<file path="src/rtl/seg_disp_ctrl_pkg.sv">
`default_nettype none
// ============================================================================
// Module  : seg_pkg
// Purpose : Shared constants and types for the 6-digit hex display
//           controller: display geometry, blank value, FSM state encoding
//           and the arbitration result record.
// Ports   : none (package)
// Rev     : 1.0  initial release
// ============================================================================
package seg_pkg;

  localparam int SEG_DIGITS   = 6;
  localparam int SEG_NIBBLE_W = 4;
  localparam int SEG_DATA_W   = SEG_DIGITS * SEG_NIBBLE_W;  // 24
  localparam int SEG_OWNER_W  = 3;                          // up to 8 requesters

  localparam logic [SEG_DATA_W-1:0] SEG_BLANK = 24'h000000;

  typedef enum logic [0:0] {
    ST_IDLE = 1'b0,
    ST_HOLD = 1'b1
  } seg_state_e;

  // Outcome of one round-robin search.
  typedef struct packed {
    logic                   found;
    logic [SEG_OWNER_W-1:0] idx;
  } seg_pick_t;

endpackage
`default_nettype wire

</file>
<file path="src/rtl/seg_disp_ctrl_if.sv">
`default_nettype none
// ============================================================================
// Module  : seg_disp_ctrl_if
// Purpose : Request/display bundle between the requesters and the display
//           controller.
// Signals : i_req       per-requester level request
//           i_data      requester k value at [24k+23:24k]
//           o_ack       one-cycle grant pulse
//           o_disp_data latched display value
//           o_owner     index of last granted requester
//           o_busy      high while a value is being held
// Modports: master = requester side, slave = controller side
// Rev     : 1.0  initial release
// ============================================================================
interface seg_disp_ctrl_if
  import seg_pkg::*;
#(
  parameter int N_REQ = 3
);

  logic [N_REQ-1:0]            i_req;
  logic [SEG_DATA_W*N_REQ-1:0] i_data;
  logic [N_REQ-1:0]            o_ack;
  logic [SEG_DATA_W-1:0]       o_disp_data;
  logic [SEG_OWNER_W-1:0]      o_owner;
  logic                        o_busy;

  modport master (
    output i_req, i_data,
    input  o_ack, o_disp_data, o_owner, o_busy
  );

  modport slave (
    input  i_req, i_data,
    output o_ack, o_disp_data, o_owner, o_busy
  );

endinterface
`default_nettype wire

</file>
<file path="src/rtl/seg_disp_ctrl_scan_div.sv">
`default_nettype none
// ============================================================================
// Module  : seg_scan_div
// Purpose : Free-running divider producing the 50% duty digit-scan clock.
//           o_scan_clk toggles every SCAN_DIV input cycles (period
//           2*SCAN_DIV).
// Ports   : i_clk      system clock
//           i_rst_n    asynchronous active-low reset
//           o_scan_clk divided scan clock (registered)
// Rev     : 1.0  initial release
// ============================================================================
module seg_scan_div #(
  parameter int SCAN_DIV = 250
) (
  input  logic i_clk,
  input  logic i_rst_n,
  output logic o_scan_clk
);

  localparam int            SCAN_W    = (SCAN_DIV > 1) ? $clog2(SCAN_DIV) : 1;
  localparam logic [SCAN_W-1:0] SCAN_LAST = SCAN_W'(SCAN_DIV - 1);

  logic [SCAN_W-1:0] cnt_q;
  logic              scan_q;

  always_ff @(posedge i_clk or negedge i_rst_n) begin
    if (!i_rst_n) begin
      cnt_q  <= '0;
      scan_q <= 1'b0;
    end else if (cnt_q == SCAN_LAST) begin
      cnt_q  <= '0;
      scan_q <= ~scan_q;
    end else begin
      cnt_q  <= cnt_q + 1'b1;
    end
  end

  assign o_scan_clk = scan_q;

endmodule
`default_nettype wire

</file>
<file path="src/rtl/seg_disp_ctrl.sv">
`default_nettype none
// ============================================================================
// Module  : seg_disp_ctrl
// Purpose : Shares a 6-digit hex display between N_REQ requesters. Grants
//           round-robin, snapshots the winner's 24-bit value, holds it for
//           HOLD_CYC cycles, then re-arbitrates. Also generates the
//           digit-scan clock.
// Ports   : i_clk      system clock
//           i_rst_n    asynchronous active-low reset
//           bus        seg_disp_ctrl_if.slave (req/data in, ack/disp/owner/
//                      busy out, all outputs registered)
//           o_scan_clk 50% duty scan clock, half-period SCAN_DIV cycles
// Rev     : 1.0  initial release
// ============================================================================
module seg_disp_ctrl
  import seg_pkg::*;
#(
  parameter int N_REQ    = 3,
  parameter int HOLD_CYC = 50000000,
  parameter int SCAN_DIV = 250
) (
  input  logic            i_clk,
  input  logic            i_rst_n,
  seg_disp_ctrl_if.slave  bus,
  output logic            o_scan_clk
);

  localparam int               CNT_W    = (HOLD_CYC > 1) ? $clog2(HOLD_CYC) : 1;
  localparam logic [CNT_W-1:0] CNT_LAST = CNT_W'(HOLD_CYC - 1);

  // First requester with req set, searching upward from ptr+1 with wrap.
  // The current pointer is visited last, so a lone requester can win again.
  function automatic seg_pick_t rr_pick(input logic [SEG_OWNER_W-1:0] ptr,
                                        input logic [N_REQ-1:0]       req);
    seg_pick_t        pick;
    logic [N_REQ-1:0] sh;
    int               idx;
    pick.found = 1'b0;
    pick.idx   = ptr;
    for (int i = 1; i <= N_REQ; i++) begin
      idx = (int'(ptr) + i) % N_REQ;
      sh  = req >> idx;
      if (!pick.found && sh[0]) begin
        pick.found = 1'b1;
        pick.idx   = SEG_OWNER_W'(idx);
      end
    end
    return pick;
  endfunction

  seg_state_e             state_q, state_d;
  logic [CNT_W-1:0]       cnt_q, cnt_d;
  logic [SEG_OWNER_W-1:0] ptr_q, ptr_d;
  logic [SEG_DATA_W-1:0]  disp_q, disp_d;
  logic [SEG_OWNER_W-1:0] owner_q, owner_d;
  logic [N_REQ-1:0]       ack_q, ack_d;
  logic                   busy_q, busy_d;
  seg_pick_t              pick;

  always_comb begin
    state_d = state_q;
    cnt_d   = cnt_q;
    ptr_d   = ptr_q;
    disp_d  = disp_q;
    owner_d = owner_q;
    ack_d   = '0;
    busy_d  = busy_q;
    pick    = rr_pick(ptr_q, bus.i_req);

    case (state_q)
      ST_IDLE: begin
        if (pick.found) begin
          state_d = ST_HOLD;
          disp_d  = SEG_DATA_W'(bus.i_data >> (int'(pick.idx) * SEG_DATA_W));
          for (int k = 0; k < N_REQ; k++) begin
            ack_d[k] = (k == int'(pick.idx));
          end
          owner_d = pick.idx;
          ptr_d   = pick.idx;
          busy_d  = 1'b1;
          cnt_d   = '0;
        end
      end
      ST_HOLD: begin
        // Requests are ignored here: the dwell always runs to completion.
        if (cnt_q == CNT_LAST) begin
          state_d = ST_IDLE;
          busy_d  = 1'b0;
        end else begin
          cnt_d = cnt_q + 1'b1;
        end
      end
      default: begin
        state_d = ST_IDLE;
        busy_d  = 1'b0;
      end
    endcase
  end

  always_ff @(posedge i_clk or negedge i_rst_n) begin
    if (!i_rst_n) begin
      state_q <= ST_IDLE;
      cnt_q   <= '0;
      ptr_q   <= '0;
      disp_q  <= SEG_BLANK;
      owner_q <= '0;
      ack_q   <= '0;
      busy_q  <= 1'b0;
    end else begin
      state_q <= state_d;
      cnt_q   <= cnt_d;
      ptr_q   <= ptr_d;
      disp_q  <= disp_d;
      owner_q <= owner_d;
      ack_q   <= ack_d;
      busy_q  <= busy_d;
    end
  end

  assign bus.o_ack       = ack_q;
  assign bus.o_disp_data = disp_q;
  assign bus.o_owner     = owner_q;
  assign bus.o_busy      = busy_q;

  seg_scan_div #(
    .SCAN_DIV (SCAN_DIV)
  ) u_scan_div (
    .i_clk      (i_clk),
    .i_rst_n    (i_rst_n),
    .o_scan_clk (o_scan_clk)
  );

endmodule
`default_nettype wire

</file>
<file path="src/flat_wrapper.sv">
// flat-port wrapper written by rule: the top's interface ports become plain ports
module seg_disp_ctrl_flat import seg_pkg::*;
#(
  parameter int N_REQ    = 3,
  parameter int HOLD_CYC = 50000000,
  parameter int SCAN_DIV = 250
)
  (i_clk, i_rst_n, o_scan_clk, bus_i_req, bus_i_data, bus_o_ack, bus_o_disp_data, bus_o_owner, bus_o_busy);
  seg_disp_ctrl_if #(.N_REQ(N_REQ)) bus_i ();
  input  logic i_clk;
  input  logic i_rst_n;
  output logic o_scan_clk;
  input wire logic [$bits(bus_i.i_req)-1:0] bus_i_req;
  input wire logic [$bits(bus_i.i_data)-1:0] bus_i_data;
  output wire logic [$bits(bus_i.o_ack)-1:0] bus_o_ack;
  output wire logic [$bits(bus_i.o_disp_data)-1:0] bus_o_disp_data;
  output wire logic [$bits(bus_i.o_owner)-1:0] bus_o_owner;
  output wire logic [$bits(bus_i.o_busy)-1:0] bus_o_busy;
  assign bus_i.i_req = bus_i_req;
  assign bus_i.i_data = bus_i_data;
  assign bus_o_ack = bus_i.o_ack;
  assign bus_o_disp_data = bus_i.o_disp_data;
  assign bus_o_owner = bus_i.o_owner;
  assign bus_o_busy = bus_i.o_busy;
  seg_disp_ctrl #(.N_REQ(N_REQ), .HOLD_CYC(HOLD_CYC), .SCAN_DIV(SCAN_DIV)) u_core (.i_clk(i_clk), .i_rst_n(i_rst_n), .bus(bus_i), .o_scan_clk(o_scan_clk));
endmodule
</file>
<file path="config.mk">
export PLATFORM = sky130hd
export DESIGN_NAME = seg_disp_ctrl_flat
export DESIGN_NICKNAME = d
export VERILOG_FILES = /design/src/rtl/seg_disp_ctrl_pkg.sv /design/src/rtl/seg_disp_ctrl_if.sv /design/src/rtl/seg_disp_ctrl_scan_div.sv /design/src/rtl/seg_disp_ctrl.sv /design/src/flat_wrapper.sv
export SDC_FILE = /design/constraint.sdc
export NUM_CORES = 1
export LEC_CHECK = 0
export ABC_AREA = 1
export CAP_MARGIN = 5
export CORE_MARGIN = 2
export CORE_UTILIZATION = 42
export CTS_CLUSTER_DIAMETER = 150
export CTS_CLUSTER_SIZE = 30
export DETAILED_ROUTE_END_ITERATION = 10
export GPL_TIMING_DRIVEN = 1
export PLACE_DENSITY_LB_ADDON = 0.25
export SETUP_SLACK_MARGIN = 0.2
export SYNTH_ARGS = -nofsm -noshare
export SYNTH_HDL_FRONTEND = slang
export SYNTH_SLANG_ARGS = --single-unit
</file>
<file path="constraint.sdc">
create_clock -name i_clk -period 10.99 [get_ports i_clk]
set_input_delay 2.198 -clock i_clk [delete_from_list [all_inputs] [get_ports i_clk]]
set_output_delay 2.198 -clock i_clk [all_outputs]
set_load 0.005 [all_outputs]
</file>
# After elaboration in Yosys (flattened, before gate mapping)

Index checks and enable logic that the tools add are counted.

Register bits after elaboration: 67
Input bits: 77
Output and inout port bits: 32
Word-level logic and storage cells: 53

Add/sub/neg operators: 5
Multiply operators: 1
Divide/modulo/power cells: 3
Eq/ne operators: 7
Shift-type cells: 4
Muxes and demuxes: 15
Bitwise gates (word level): 2
Reductions and logical operators: 8

Operators by type and width:

| cell                    | count |
|---|---|
| $mod A32 B3 Y32 const B | 3 |
| $shr A3 B32 Y1          | 3 |
| $shr A72 B32 Y24        | 1 |
| $mux W26                | 2 |
| $pmux W26 S2            | 1 |
| $add A26 B1 Y26 const B | 1 |
| $eq A26 B26 Y1 const B  | 1 |
| $mux W4                 | 3 |
| $add A3 B2 Y4 const B   | 2 |
| $add A8 B1 Y8 const B   | 1 |
| $eq A8 B8 Y1 const B    | 1 |
| $mux W8                 | 1 |
| $mux W3                 | 2 |
| $reduce_and A2 Y1       | 3 |
| $mul A3 B2 Y5 const B   | 1 |
| $add A3 B1 Y4 const B   | 1 |
| $mux W1                 | 4 |
| $ne A2 B2 Y1 const B    | 2 |
| $pmux W1 S2             | 2 |
| $eq A2 B3 Y1 const A    | 1 |
| $eq A3 B3 Y1 const A    | 1 |
| $logic_not A3 Y1        | 1 |
| $logic_and A1 B1 Y1     | 2 |
| $logic_not A1 Y1        | 2 |
| other kinds (2)         | 3 |

# Longest topological paths before layout

Depth in word-level cells: 13
Depth in mapped cells: 35
Gate-level depth less buffers: 34

# Cells and area by module

Synthesis repeated with hierarchy kept, for this count alone.

Cells, all modules: 882
Area total of the unflattened synthesis: 5,760.5 um^2

By module, submodules not included:

| module        | instances | cells each | area an instance (um^2) | seq. area each (um^2) |
|---|---|---|---|---|
| seg_disp_ctrl | 1         | 825        | 5,298.8                 | 1,451.4 |
| seg_scan_div  | 1         | 57         | 461.7                   | 225.2 |

# Least setup slack after synthesis

No wires, ideal clock.

Path kind: register -> register
From: register u_core.ptr_q[0]
To: register u_core.disp_q[20] (netlist: u_core.bus.o_disp_data[20])
Data arrival time: 3.890 ns
Data required time: 10.873 ns
Setup slack: 6.982 ns
Cell stages (with the launch flop): 30
Buffers on the path: 3
Cell sequence: dfrtp_1 -> clkbuf_1 -> inv_1 -> ha_1 -> inv_1 -> nand2_1 -> nand2_4 -> nor2_4 -> ha_1 -> ha_1 -> a21oi_4 -> nand3_1 -> and2_1 -> ha_1 -> inv_1 -> nand3_2 -> nor2_4 -> nand3_1 -> nand2_2 -> nand2_1 -> nand2_1 -> nand2_1 -> nor2_4 -> nand3_2 -> buf_4 -> buf_4 -> a21oi_1 -> nor2_1 -> nor2_1 -> nor2_1

Longest elaborated chain between the ends: 12

RTL lines:

| element                  | RTL line             | RTL |
|---|---|---|
| start: declaration       | seg_disp_ctrl.sv:53  | `logic [SEG_OWNER_W-1:0] ptr_q, ptr_d;` |
| start signal: assignment | seg_disp_ctrl.sv:112 | `ptr_q <= ptr_d;` |
| $add A3 B1 Y4            | seg_disp_ctrl.sv:41  | `idx = (int'(ptr) + i) % N_REQ;` |
| $mod A32 B3 Y32          | seg_disp_ctrl.sv:41  |  |
| $shr A3 B32 Y1           | seg_disp_ctrl.sv:42  | `sh = req >> idx;` |
| $mux W4                  | seg_disp_ctrl.sv:43  | `if (!pick.found && sh[0]) begin` |
| $logic_not A1 Y1         | seg_disp_ctrl.sv:43  |  |
| $logic_and A1 B1 Y1      | seg_disp_ctrl.sv:43  |  |
| $mux W4                  | seg_disp_ctrl.sv:43  |  |
| $logic_not A1 Y1         | seg_disp_ctrl.sv:43  |  |
| $logic_and A1 B1 Y1      | seg_disp_ctrl.sv:43  |  |
| $mux W4 *                | seg_disp_ctrl.sv:43  |  |
| $mul A3 B2 Y5            | seg_disp_ctrl.sv:74  | `disp_d = SEG_DATA_W'(bus.i_data >> (int'(pick.idx) * SEG_DATA_W));` |
| $shr A72 B32 Y24         | seg_disp_ctrl.sv:74  |  |
| end signal: assignment   | seg_disp_ctrl.sv:113 | `disp_q <= disp_d;` |
| end: declaration         | seg_disp_ctrl.sv:54  | `logic [SEG_DATA_W-1:0] disp_q, disp_d;` |

Every way passes the cells marked *; elsewhere a longest branch is shown, timed or not.
A chain may end at the register's enable or synchronous reset.

# Worst setup path after layout

From: register u_core.ptr_q[0]
To: register u_core.disp_q[11] (netlist: u_core.bus.o_disp_data[11])

Same word-level chain as after synthesis.

==> flow_summary.toml <==
[layout]
stdcell_area_mm2 = 0.006790
drive_gt1_share_pct = 6.381
fin_util_pct = 53.81
fillers = 1227
antenna_cells = 0
syn_to_final_growth_pct = 25.45
nNetsFinal = 1005

[logic_synthesis]
synthFlopType = "dfrtp_1"
yosys.area.top_type = "dfrtp_1"
synth_top_cell_area_share_pct = 30.98
synthMostInstantiatedCell = "nand2_1"
async_flop_share_pct = 100.0
synth_common_cells = "nand2_1, nor2_1, inv_1"
synth.cell_area_mm2 = 0.005413
ys_ff_latch = 67
synth.area.top_cells = "dfrtp_1, nand2_1, nor2_1, nand3_1, inv_1"
synth_cells = 812
yosys_warnings = 0
synth_edf_count = 0
synth.yosys.seq_area_share_pct = 30.98
synth_cell_types = 42
syn_avg_cell_area_um2 = 6.666
synth_nets = 913

[place]
port_buffers = 108
dpl.hpwl_mm = 10.29
routabilityCongestion = 0.9339
place_area_mm2 = 0.006511

[power_and_ir_drop]
irDropWorstVdd_v = 0.00007371
power.switching_mw = 0.1448
p_total_mw = 0.5786
p_per_area_mw_per_mm2 = 85.22
clockPowerShare_pct = 46.2
comb_power_share_pct = 11.2
p_sw_share_pct = 25.03
p_seq_share_pct = 42.6
p_leak_nw = 3.270
p_int_mw = 0.4338

[clock_tree]
htreeDepth = 3
numCtsBuffers = 9
post_cts_buffers = 0
cts_tree = "yes"
cts.sinks = 67
cts.hold.buffers_added = 0
cts_buffer_depth = 2
clkTransAtPathRegs_ns = 0.06
cts_root_buf = "clkbuf_16"
worstSkewPairLatency_ns = 0.34
cts-resized-gates = 0

[critical_path]
worstSetupPathType = "reg -> reg"
cp_max_fo = 47
cp-end-kind = "register"
slowest_stage = "dfrtp_1"
arrival_ns = 5.95
cp.required_ns = 11.26
slowest_delay_ns = 0.75
setup.worst_path.start_class = "register"
crit_path_frequent_cell = "nand2_1"

[global_routing]
antenna_found_initial = 0
grt_pass1_wl_mm = 23.33
grt_usage_pct = 20.31
grt_remaining_overflow = 0
grt_max_degree = 68
grt_pass1_vias = 4934

[die]
dieArea_mm2 = 0.01381
die_x_um = 117.5
io_pins = 109
initial_core_util_pct = 42.89
rows = 41
die_y_um = 117.5
core-area_mm2 = 0.01262

[sta]
relSlewSlack_pct = 40.35
grt_setup_unrepaired = "false"
fmaxAchievable_ghz = 0.1760
tns_ns = 0
fin_skew_ns = 0.004594
drv_slew = 0
period_needed_ns = 5.683
hold_viol = 0
fin_crit_sh_pct = 51.71
setup_violations = 0
max_slew.worst_pin.slew_ns = 0.8937

[run_status]
status = "complete, no violations"

[drt]
dr.pass1.iters = 5
via_count = 5382
route.detailed.drc = 0
avgViaCountPerCell = 4.979
wl_mm = 13.76
ant_nets = 0
avgRoutedWirePerCell_um = 12.73
first_iter_violations = 312

[worst_hold_path]
min_path_type = "reg -> reg"

[job]
drv_cap = 0
final timing paths:
kind                                   startpoint                          to  slack (ns)  cells past startpoint
worst max-delay path              u_core.ptr_q[0]  u_core.bus.o_disp_data[11]        5.31                     32
worst min-delay path            u_core.bus.o_busy           u_core.bus.o_busy        0.48                      2
worst max register to register    u_core.ptr_q[0]  u_core.bus.o_disp_data[11]        5.31                     32
worst min register to register  u_core.bus.o_busy           u_core.bus.o_busy        0.48                      2
max in group asynchronous                 i_rst_n  u_core.bus.o_disp_data[23]        8.47                      1
min in group asynchronous                 i_rst_n            u_core.cnt_q[17]        1.96                      1
power groups by stage:
stage	Sequential (mW)	Combinational, mW	Clock, mW
floorplan	0.251	0.0322	0
global placement	0.251	0.0654	0
detailed placement	0.251	0.0656	0
CTS	0.247	0.0657	0.271
global route	0.247	0.0726	0.283
finish	0.247	0.0647	0.267
layout make-up:
type                       instances  area [um2]  area share (%)
timing repair buffer             109        1086           15.99
clock buffer                       9       225.2           3.317
multi-input combinational        609        3126           46.03
sequential                        67        1677           24.69
inverter                         108       407.9           6.007
tap                              172       215.2           3.169
clock inverter                     7       53.80          0.7923
per-stage QoR:
| step | hold WS (ns) | setup slack, ns | cells |
|---|---|---|---|
| 2_1_floorplan | 0.4608 | 6.982 | 812 |
| 3_3_place_gp | 0.4533 | 5.315 | 1065 |
| 3_5_place_dp | 0.4748 | 5.308 | 1065 |
| 4_1_cts | 0.4912 | 5.276 | 1081 |
| 5_1_grt | 0.5238 | 4.529 | 1081 |
| 6_report | 0.4850 | 5.307 | 1081 |
metal layers:
metal	track usage, %	up-vias	routed length, um
met3	5.766	21	1089
li1	-	2798	-
met5	0	-	0
met4	7.003	0	265
met1	26.73	2397	6201
met2	32.13	166	6208
sequential cells by signal (all words and copies together), names as in the netlist:
name                          flops
u_core.u_scan_div.cnt_q           8
u_core.state_q                    1
u_core.ptr_q                      3
u_core.cnt_q                     26
u_core.u_scan_div.o_scan_clk      1
u_core.bus.o_disp_data           24
u_core.bus.o_ack                  3
u_core.bus.o_busy                 1
critical path, delay by kind of cell (launching register included):
kind	cells	cell delay (ns)
adder cells (fa/ha/maj)	4	0.97
flip-flops	1	0.75
AND/OR/NAND/NOR	19	3.04
buffers and inverters	5	0.39
AO/OA/AOI/OAI	4	0.41
cells by family (layout without fill, tap and decap cells):
family | Yosys count | after routing | share of synthesized area (%)
and+or+nand+nor | 489 | 489 | 40.92
buffers and inverters | 136 | 233 | 11.28
AOI/OAI and AO/OA | 77 | 77 | 8.068
DFF | 67 | 67 | 30.98
adders and majority gates | 24 | 24 | 5.548
xor gates and xnor gates | 16 | 16 | 2.589
muxes | 3 | 3 | 0.6241
cell usage in the layout (no fill, tap or decap), types with 2 or more instances in the layout:
cell and count:
nand4_1 20, clkdlybuf4s50_1 107, a21oi_1 41, clkbuf_16 9, nand2_2 14, mux2_1 2, dfrtp_1 67, inv_1 101
o21a_1 2, nor3_1 20, nand2_4 3, nand2_1 170, and2_1 3, nor4_1 8, nand3_2 8, nor2_2 2
o21ai_0 16, buf_4 2, o21bai_1 3, nand3_1 92, xor2_1 15, ha_1 24, clkinvlp_4 3, o22ai_1 7
o21ai_1 3, nor2_1 139, nor2_4 3, inv_2 5, clkinv_4 2, nand3b_1 3
No activity file was read; power rests on OpenSTA's default activity.
